File: config.mk
export PLATFORM = sky130hd
export DESIGN_NAME = wt_dcache_rd_arb
export DESIGN_NICKNAME = d
export VERILOG_FILES = /design/src/rtl/wt_cache_pkg.sv /design/src/rtl/wt_dcache_rr_pick.sv /design/src/rtl/wt_dcache_rd_arb.sv
export SDC_FILE = /design/constraint.sdc
export NUM_CORES = 1
export LEC_CHECK = 0
export ABC_AREA = 0
export BUFFER_PORTS_ARGS = -buffer_cell sky130_fd_sc_hd__buf_2
export CAP_MARGIN = 0
export CELL_PAD_IN_SITES_DETAIL_PLACEMENT = 1
export CELL_PAD_IN_SITES_GLOBAL_PLACEMENT = 1
export CORE_MARGIN = 3
export CORE_UTILIZATION = 25
export CTS_BUF_LIST = sky130_fd_sc_hd__clkbuf_2 sky130_fd_sc_hd__clkbuf_4 sky130_fd_sc_hd__clkbuf_8
export CTS_CLUSTER_SIZE = 25
export DETAILED_ROUTE_END_ITERATION = 8
export PLACE_DENSITY_LB_ADDON = 0.05
export SLEW_MARGIN = 20
export SYNTH_ARGS = -nofsm -noshare
export SYNTH_HDL_FRONTEND = slang
export SYNTH_SLANG_ARGS = --single-unit
File: constraint.sdc
create_clock -name clk_i -period 2.6 [get_ports clk_i]
set_input_delay 0.26 -clock clk_i [delete_from_list [all_inputs] [get_ports clk_i]]
set_output_delay 0.26 -clock clk_i [all_outputs]
set_load 0.005 [all_outputs]
File: src/rtl/wt_cache_pkg.sv
// Shared write-through cache types and defaults.
// Holds the read-arbiter request bundle and geometry constants.
package wt_cache_pkg;

    localparam int DCACHE_TAG_WIDTH     = 44;
    localparam int DCACHE_CL_IDX_WIDTH  = 8;
    localparam int DCACHE_OFFSET_WIDTH  = 4;
    localparam int DCACHE_RD_MAX_STARVE = 7;

    typedef struct packed {
        logic [DCACHE_TAG_WIDTH-1:0]    tag;
        logic [DCACHE_CL_IDX_WIDTH-1:0] idx;
        logic [DCACHE_OFFSET_WIDTH-1:0] off;
        logic                           tag_only;
    } rd_arb_sel_t;

endpackage

File: src/rtl/wt_dcache_rr_pick.sv
// One-hot round-robin pick: first set request at or after the start pointer.
// Search wraps modulo N.
module wt_dcache_rr_pick #(
    parameter int N  = 4,
    parameter int PW = (N > 1) ? $clog2(N) : 1
) (
    input  logic [N-1:0]  i_req,
    input  logic [PW-1:0] i_ptr,
    output logic [N-1:0]  o_gnt
);

    always_comb begin
        logic w_found;
        o_gnt   = '0;
        w_found = 1'b0;
        for (int j = 0; j < N; j++) begin
            for (int i = 0; i < N; i++) begin
                if (!w_found && i_req[i] &&
                    (i == (int'(i_ptr) + j) % N)) begin
                    o_gnt[i] = 1'b1;
                    w_found  = 1'b1;
                end
            end
        end
    end

endmodule

File: src/rtl/wt_dcache_rd_arb.sv
// Read-port arbiter and array request register for the write-through L1.
// Round-robin high class, aging promotion for low-class ports and the write port.
module wt_dcache_rd_arb
    import wt_cache_pkg::*;
#(
    parameter int NumPorts  = 4,
    parameter int MaxStarve = DCACHE_RD_MAX_STARVE,
    parameter int TagWidth  = DCACHE_TAG_WIDTH,
    parameter int IdxWidth  = DCACHE_CL_IDX_WIDTH,
    parameter int OffWidth  = DCACHE_OFFSET_WIDTH
) (
    input  logic                               clk_i,
    input  logic                               rst_i,
    input  logic [NumPorts-1:0]                rd_req_i,
    input  logic [NumPorts-1:0]                rd_prio_i,
    input  logic [NumPorts-1:0]                rd_tag_only_i,
    input  logic [NumPorts-1:0][TagWidth-1:0]  rd_tag_i,
    input  logic [NumPorts-1:0][IdxWidth-1:0]  rd_idx_i,
    input  logic [NumPorts-1:0][OffWidth-1:0]  rd_off_i,
    output logic [NumPorts-1:0]                rd_ack_o,
    input  logic                               wr_req_i,
    output logic                               wr_ack_o,
    input  logic                               wr_cl_vld_i,
    output logic                               sel_vld_o,
    output logic [NumPorts-1:0]                sel_port_o,
    output logic [TagWidth-1:0]                sel_tag_o,
    output logic [IdxWidth-1:0]                sel_idx_o,
    output logic [OffWidth-1:0]                sel_off_o,
    output logic                               sel_tag_only_o
);

    localparam int PW = (NumPorts > 1) ? $clog2(NumPorts) : 1;
    localparam int CW = $clog2(MaxStarve + 1);
    localparam int NR = NumPorts + 1;

    typedef struct packed {
        logic [TagWidth-1:0] tag;
        logic [IdxWidth-1:0] idx;
        logic [OffWidth-1:0] off;
        logic                tag_only;
    } sel_t;

    logic [CW-1:0]       r_cnt [NR];
    logic [PW-1:0]       r_rr;
    logic                r_sel_vld;
    logic [NumPorts-1:0] r_sel_port;
    sel_t                r_sel;

    logic                w_go;
    logic [NR-1:0]       w_low_req;
    logic [NR-1:0]       w_prom;
    logic [NR-1:0]       w_ack_all;
    logic [NumPorts-1:0] w_hi_req;
    logic [NumPorts-1:0] w_rr_gnt;
    logic [NumPorts-1:0] w_rd_gnt;
    logic                w_wr_gnt;
    logic                w_rr_used;
    logic [PW-1:0]       w_rr_nxt;
    sel_t                w_sel;

    assign w_go      = !wr_cl_vld_i && !rst_i;
    assign w_low_req = {wr_req_i, rd_req_i & ~rd_prio_i};
    assign w_hi_req  = rd_req_i & rd_prio_i;
    assign w_ack_all = {w_wr_gnt, w_rd_gnt};

    always_comb begin
        for (int i = 0; i < NR; i++) begin
            w_prom[i] = w_low_req[i] && (r_cnt[i] == CW'(MaxStarve));
        end
    end

    wt_dcache_rr_pick #(
        .N  (NumPorts),
        .PW (PW)
    ) u_rr_pick (
        .i_req (w_hi_req),
        .i_ptr (r_rr),
        .o_gnt (w_rr_gnt)
    );

    // Promoted > round-robin high > fixed-order low > write.
    always_comb begin
        logic w_found;
        w_rd_gnt  = '0;
        w_wr_gnt  = 1'b0;
        w_rr_used = 1'b0;
        w_found   = 1'b0;
        if (w_go) begin
            for (int i = 0; i < NumPorts; i++) begin
                if (!w_found && w_prom[i]) begin
                    w_rd_gnt[i] = 1'b1;
                    w_found     = 1'b1;
                end
            end
            if (!w_found && w_prom[NumPorts]) begin
                w_wr_gnt = 1'b1;
                w_found  = 1'b1;
            end
            if (!w_found && (|w_hi_req)) begin
                w_rd_gnt  = w_rr_gnt;
                w_rr_used = 1'b1;
                w_found   = 1'b1;
            end
            for (int i = 0; i < NumPorts; i++) begin
                if (!w_found && w_low_req[i]) begin
                    w_rd_gnt[i] = 1'b1;
                    w_found     = 1'b1;
                end
            end
            if (!w_found && wr_req_i) begin
                w_wr_gnt = 1'b1;
            end
        end
    end

    always_comb begin
        w_rr_nxt = r_rr;
        for (int i = 0; i < NumPorts; i++) begin
            if (w_rr_gnt[i]) begin
                w_rr_nxt = PW'((i + 1) % NumPorts);
            end
        end
    end

    always_comb begin
        w_sel = '0;
        for (int i = 0; i < NumPorts; i++) begin
            if (w_rd_gnt[i]) begin
                w_sel.tag      = rd_tag_i[i];
                w_sel.idx      = rd_idx_i[i];
                w_sel.off      = rd_off_i[i];
                w_sel.tag_only = rd_tag_only_i[i];
            end
        end
    end

    always_ff @(posedge clk_i) begin
        if (rst_i) begin
            for (int i = 0; i < NR; i++) begin
                r_cnt[i] <= '0;
            end
            r_rr <= '0;
        end else if (!wr_cl_vld_i) begin
            for (int i = 0; i < NR; i++) begin
                if (!w_low_req[i] || w_ack_all[i]) begin
                    r_cnt[i] <= '0;
                end else if (r_cnt[i] != CW'(MaxStarve)) begin
                    r_cnt[i] <= r_cnt[i] + CW'(1);
                end
            end
            if (w_rr_used) begin
                r_rr <= w_rr_nxt;
            end
        end
    end

    always_ff @(posedge clk_i) begin
        if (rst_i) begin
            r_sel_vld  <= 1'b0;
            r_sel_port <= '0;
            r_sel      <= '0;
        end else begin
            r_sel_vld <= |w_rd_gnt;
            if (|w_rd_gnt) begin
                r_sel_port <= w_rd_gnt;
                r_sel      <= w_sel;
            end
        end
    end

    assign rd_ack_o       = w_rd_gnt;
    assign wr_ack_o       = w_wr_gnt;
    assign sel_vld_o      = r_sel_vld;
    assign sel_port_o     = r_sel_port;
    assign sel_tag_o      = r_sel.tag;
    assign sel_idx_o      = r_sel.idx;
    assign sel_off_o      = r_sel.off;
    assign sel_tag_only_o = r_sel.tag_only;

endmodule

Word level (Yosys, flattened, before mapping)

Memory sizes are Yosys's and may differ from the RTL's.
Index checks and enable logic that the tools add are counted.

Bits in registers: 64
RAM bits: 15
Input bits: 240
Output and inout bits: 67
Memories kept: 1

Memory list:

| memory | words | bits a word | read ports | clocked after memory_dff | wr ports | RTL line               | text |
|---|---|---|---|---|---|---|---|
| r_cnt  | 5     | 3           | 5          | 0                        | 5        | wt_dcache_rd_arb.sv:43 | `logic [CW-1:0] r_cnt [NR];` |

Add/subtract/negate cells: 8
Eq/ne operators: 22
Multiplexer cells: 129
Bitwise gates (word level): 17
Reductions and logical operators: 95

Operators with widths:

| kind                                                            | number |
|---|---|
| 57-bit two-way mux                                              | 4 |
| 32-bit zero test                                                | 4 |
| 1-bit two-way mux                                               | 109 |
| 1-bit logical AND                                               | 47 |
| 1-bit zero test                                                 | 32 |
| 3-bit two-way mux                                               | 10 |
| 3-bit == test (first input constant)                            | 6 |
| 3-bit by 1-bit adder with 3-bit output (second input constant)  | 5 |
| 3-bit == test (second input constant)                           | 5 |
| 3-bit != test (second input constant)                           | 5 |
| 1-bit bitwise OR                                                | 10 |
| 2-bit by 3-bit == test with 1-bit output (first input constant) | 3 |
| 4-bit AND                                                       | 2 |
| 2-bit two-way mux                                               | 4 |
| 4-bit two-way mux                                               | 2 |
| 4-bit OR reduction                                              | 2 |
| 2-bit OR reduction                                              | 3 |
| 1-bit logical OR                                                | 5 |
| 2-bit adder (second input constant)                             | 2 |
| 2-bit == test (first input constant)                            | 2 |
| 4-bit NOT                                                       | 1 |
| 4-bit nonzero test                                              | 1 |
| 1-bit AND (first input constant)                                | 3 |
| 3-bit AND reduction                                             | 1 |
| other kinds (3)                                                 | 3 |

Depth between registers and ports, before layout

Depth in word-level cells: 73
Gate-level depth with buffers: 12

Modules after synthesis

A second synthesis with hierarchy kept.

Cell total of the unflattened synthesis: 721
Area, all modules: 5625.4 µm²

By module, submodules not included:

| module            | instances | cells each | area each (µm²) | sequential area each (µm²) |
|---|---|---|---|---|
| wt_dcache_rd_arb  | 1         | 704        | 5522.8          | 1731.7 |
| wt_dcache_rr_pick | 1         | 17         | 102.6           | 0.0 |

Worst setup path before layout

Ideal clock, no wire load.

Path kind: reg-to-reg
Start: mem r_cnt[0][0] (netlist name)
End: mem r_cnt[3][0] (netlist name) (enable)
Library setup time: 344 ps
Arrival time: 2502 ps
Data required time: 2256 ps
Slack: -246 ps
Cell stages (with the launch flop): 11
Buffers on the path: 2
Period minus slack after synthesis: 2846 ps
Cells stage by stage: edfxtp_1 -> ha_1 -> ha_1 -> nand3b_1 -> nand3_1 -> nor3_1 -> a21o_1 -> clkbuf_1 -> clkbuf_1 -> nor2_1 -> o21ai_0

RTL lines:

| item        | RTL line |
|---|---|
| from (decl) | wt_dcache_rd_arb.sv:43 |

==> metrics.md <==
| Metric | Value |
|---|---|
| CTS H-tree depth | 3 |
| CTS Sinks | 79 |
| Min cycle time layout | 2720 ps |
| Synthesized Nets | 856 |
| EDFF count, synth | 15 |
| Setup CP Type | reg2reg |
| Critical path cell sequence | ha_4, ha_4, nand3b_1, nand3_4, o2111ai_4, o21bai_4, or4b_4, buf_8, clkbuf_16, a21oi_1, a31oi_1 |
| Layout Utilization | 45.7% |
| FMAX | 0.368 GHz |
| Vias in the first global route | 6764 |
| Endpoints failing hold | 0 |
| Crit. Startpoint | r_cnt[2][0] |
| Core area | 18900 sq um |
| Post-DP HPWL | 17.3 mm |
| VDD IR-drop max | 0.205 mV |
| Detailed-router iteration count before antenna repair | 4 |
| Die footprint | 21100 sq um |
| Leakage power total | 4.11 nW |
| Worst path slowest cell | or4b_4 |
| Worst setup EP type | flop |
| Number of buffers added on ports | 306 |
| Crit-path most repeated cell | ha_4 |
| Setup ws final | -118 ps |
| WL final | 25.8 mm |
| Final ANT Viol Nets | 0 |
| CP startpoint kind | flop |
| Worst min path class | in2reg |
| TritonCTS buffer count | 9 |
| R2R Setup Slk | -120 ps |
| # IOs | 307 |
| Synth Flop Type | dfxtp_1 |
| Initial antenna violation count | 2 |
| Synth unique cells | 47 |
| Seq/Total Area, Yosys | 35.7% |
| Yosys warns | 0 |
| Share of the synthesized area in the top cell type | 26.4% |
| Setup Skew | 19.2 ps |
| First-pass GRT wire length | 37.6 mm |
| Syn_area_per_cell | 8.01 sq um |
| Violated checks | setup timing |
| CP required | 2860 ps |
| Max Cap Viol | 0 |
| Crit path DAT | 2980 ps |
| Synth top area cells | dfxtp_1, edfxtp_1, a21o_1, a21boi_0, a31oi_1 |
| Top cells by count, synth | nand2_1, dfxtp_1, a21oi_1, a21o_1 |
| Mapped cell area | 4850 sq um |
| Layout cells sized above 1 | 54.9% |
| Post-synth ARST share | 0% |
| Avg WL per Cell | 21.2 um |
| Die Span X | 145 um |
| Clk slew on worst S/H paths | 90 ps |
| Maximum clock path buffer count | 2 |
| RSZ-0062 raised after global routing | yes |
| Site Rows | 50 |
| Max-slew violations | 0 |
| FF+latch count, synth | 79 |
| NumNets Final | 1203 |
| Area leader, netlist | dfxtp_1 |
| Initial drt markers | 214 |
| Root buf cell | clkbuf_8 |
| CTS tree | yes |
| Critical Path Fanout Max | 8 |
| Initial Util | 25.7% |
| Die height | 145 um |
| Final setup fails | 41 |
| Worst r2r dst | sel_tag_o[28] |
| Vias per cell | 5.18 |
| Crit path largest cell delay | 600 ps |
| Placed cell area | 6900 sq um |
| R2r startpoint | r_cnt[2][0] |
| Period utilization | 105% |
| Normalized max-slew margin | 32.8% |
| Drc violations | 0 |
| Clock latency on the worst-skew pair | 370 ps |
| Design area | 8640 sq um |
| Status | finished, violations left |
| Overall Global Routing Usage | 22.4% |
| CP endpoint | sel_tag_o[28] |
| Fill cells | 2280 |
| Most numerous cell in the Yosys netlist | nand2_1 |
| Grt ovf | 0 |
| Synthesized netlist cell count | 606 |
| Worst-margin pin slew | 1010 ps |
| Reg2reg path depth | 11 |
| GPL Wtd Cong | 0.851 |
| DR vias | 6316 |
| Largest net degree at the start of global routing | 66 |
| Area Growth Syn to Fin | 78.1% |
| Power Dens Cells | 440 nW/um^2 |
==> report_power, final <==
group | internal (mW) | total, mW | leakage [nW] | switching [mW]
combinational | 0.645 | 1.26 | 3.31 | 0.611
sequential | 1.43 | 1.54 | 0.699 | 0.117
clock | 0.503 | 1.00 | 0.104 | 0.499
total | 2.57 | 3.80 | 4.11 | 1.23
==> logic make-up (layout without fill, tap and decap cells) <==
group	Yosys count	in the layout	synth area share, %
other cells	0	2	0
mux	1	1	0.206
buf+inv	66	418	5.54
flops	79	79	35.7
compound gates	317	317	43.1
simple gates	133	133	12.9
fa+ha+maj	10	10	2.58
==> what timing repair did <==
action / 4_1_cts / 5_1_grt
pin swaps: 19 / 59
resized for setup: 54 / 167
setup buffers: 31 / 12
gates cloned: 8 / 5
hold buffers: 0 / 0
endpoints found under the setup margin: 77 / 82
==> worst min-delay path by stage <==
stage | from | end | cells after the start
2_1_floorplan | rst_i | r_rr[0] | 1
3_3_place_gp | sel_port_o[0] | sel_port_o[0] | 2
3_5_place_dp | sel_port_o[0] | sel_port_o[0] | 2
4_1_cts | rst_i | r_rr[0] | 2
5_1_grt | rst_i | r_rr[0] | 2
6_report | rst_i | r_rr[0] | 2
==> layout by cell type, fill, tap and decap left out, types with 6 or more instances in the layout <==
master    count
ha_4          7
nand2_1      68
a21oi_2      23
and2_1        8
buf_2       303
edfxtp_1     15
nor2_1       15
buf_6        20
o22ai_1      42
buf_4        45
a21boi_1     29
a21oi_1      32
a21oi_4       6
a21o_1       57
nand3b_1      8
a21boi_2     18
a31oi_4      13
dfxtp_1      64
buf_12       12
a31oi_1      43
clkbuf_8     10
o22ai_2      15
a21boi_0     11
inv_1         6
==> routing by layer <==
layer  part of all wire (%)  global-route usage [%]  routed length, um  up-vias
li1                       -                       -                  -     2990
met1                     39                    25.0              10200     3081
met2                     52                    42.0              13300      218
met3                    7.1                    6.81               1840       25
met4                    1.7                    4.80                450        2
met5                  0.035                       0                  9        -
==> critical path: cells and delay by family, from the launching register on <==
family / cells / cell delay [ps]
compound gates: 4 / 540
flops: 1 / 460
buf+inv: 2 / 350
simple gates: 3 / 890
fa+ha+maj: 2 / 350
==> registers in the layout, summed over array words and instances (netlist names) <==
register	flops
sel_tag_o	44
sel_tag_only_o	1
r_rr	2
r_cnt	15
sel_idx_o	8
sel_port_o	4
sel_off_o	4
sel_vld_o	1
==> per-stage QoR <==
step           hold WS [ps]  power, mW  std cells  setup slack [ps]  TNS (ps)
2_1_floorplan           332       1.95        606              58.4         0
3_3_place_gp            444       2.48       1153             -90.9     -1600
3_5_place_dp            469       2.51       1153              -164     -4950
4_1_cts                 110       3.65       1208              -104     -4980
5_1_grt                 115       4.02       1219              -201     -8420
6_report                118       3.80       1220              -118     -2570
==> final cells by class <==
type / instances / area (sq um) / share of cell area (%)
inverter: 8 / 35.0 / 0.405
clock inverter: 3 / 42.5 / 0.492
sequential: 79 / 1730 / 20.0
tap: 260 / 325 / 3.76
antenna: 2 / 5.00 / 0.0579
multi-input combinational: 461 / 3680 / 42.5
timing repair buffer: 394 / 2670 / 30.8
clock buffer: 13 / 160 / 1.85
No activity file was read; power rests on OpenSTA's default activity.
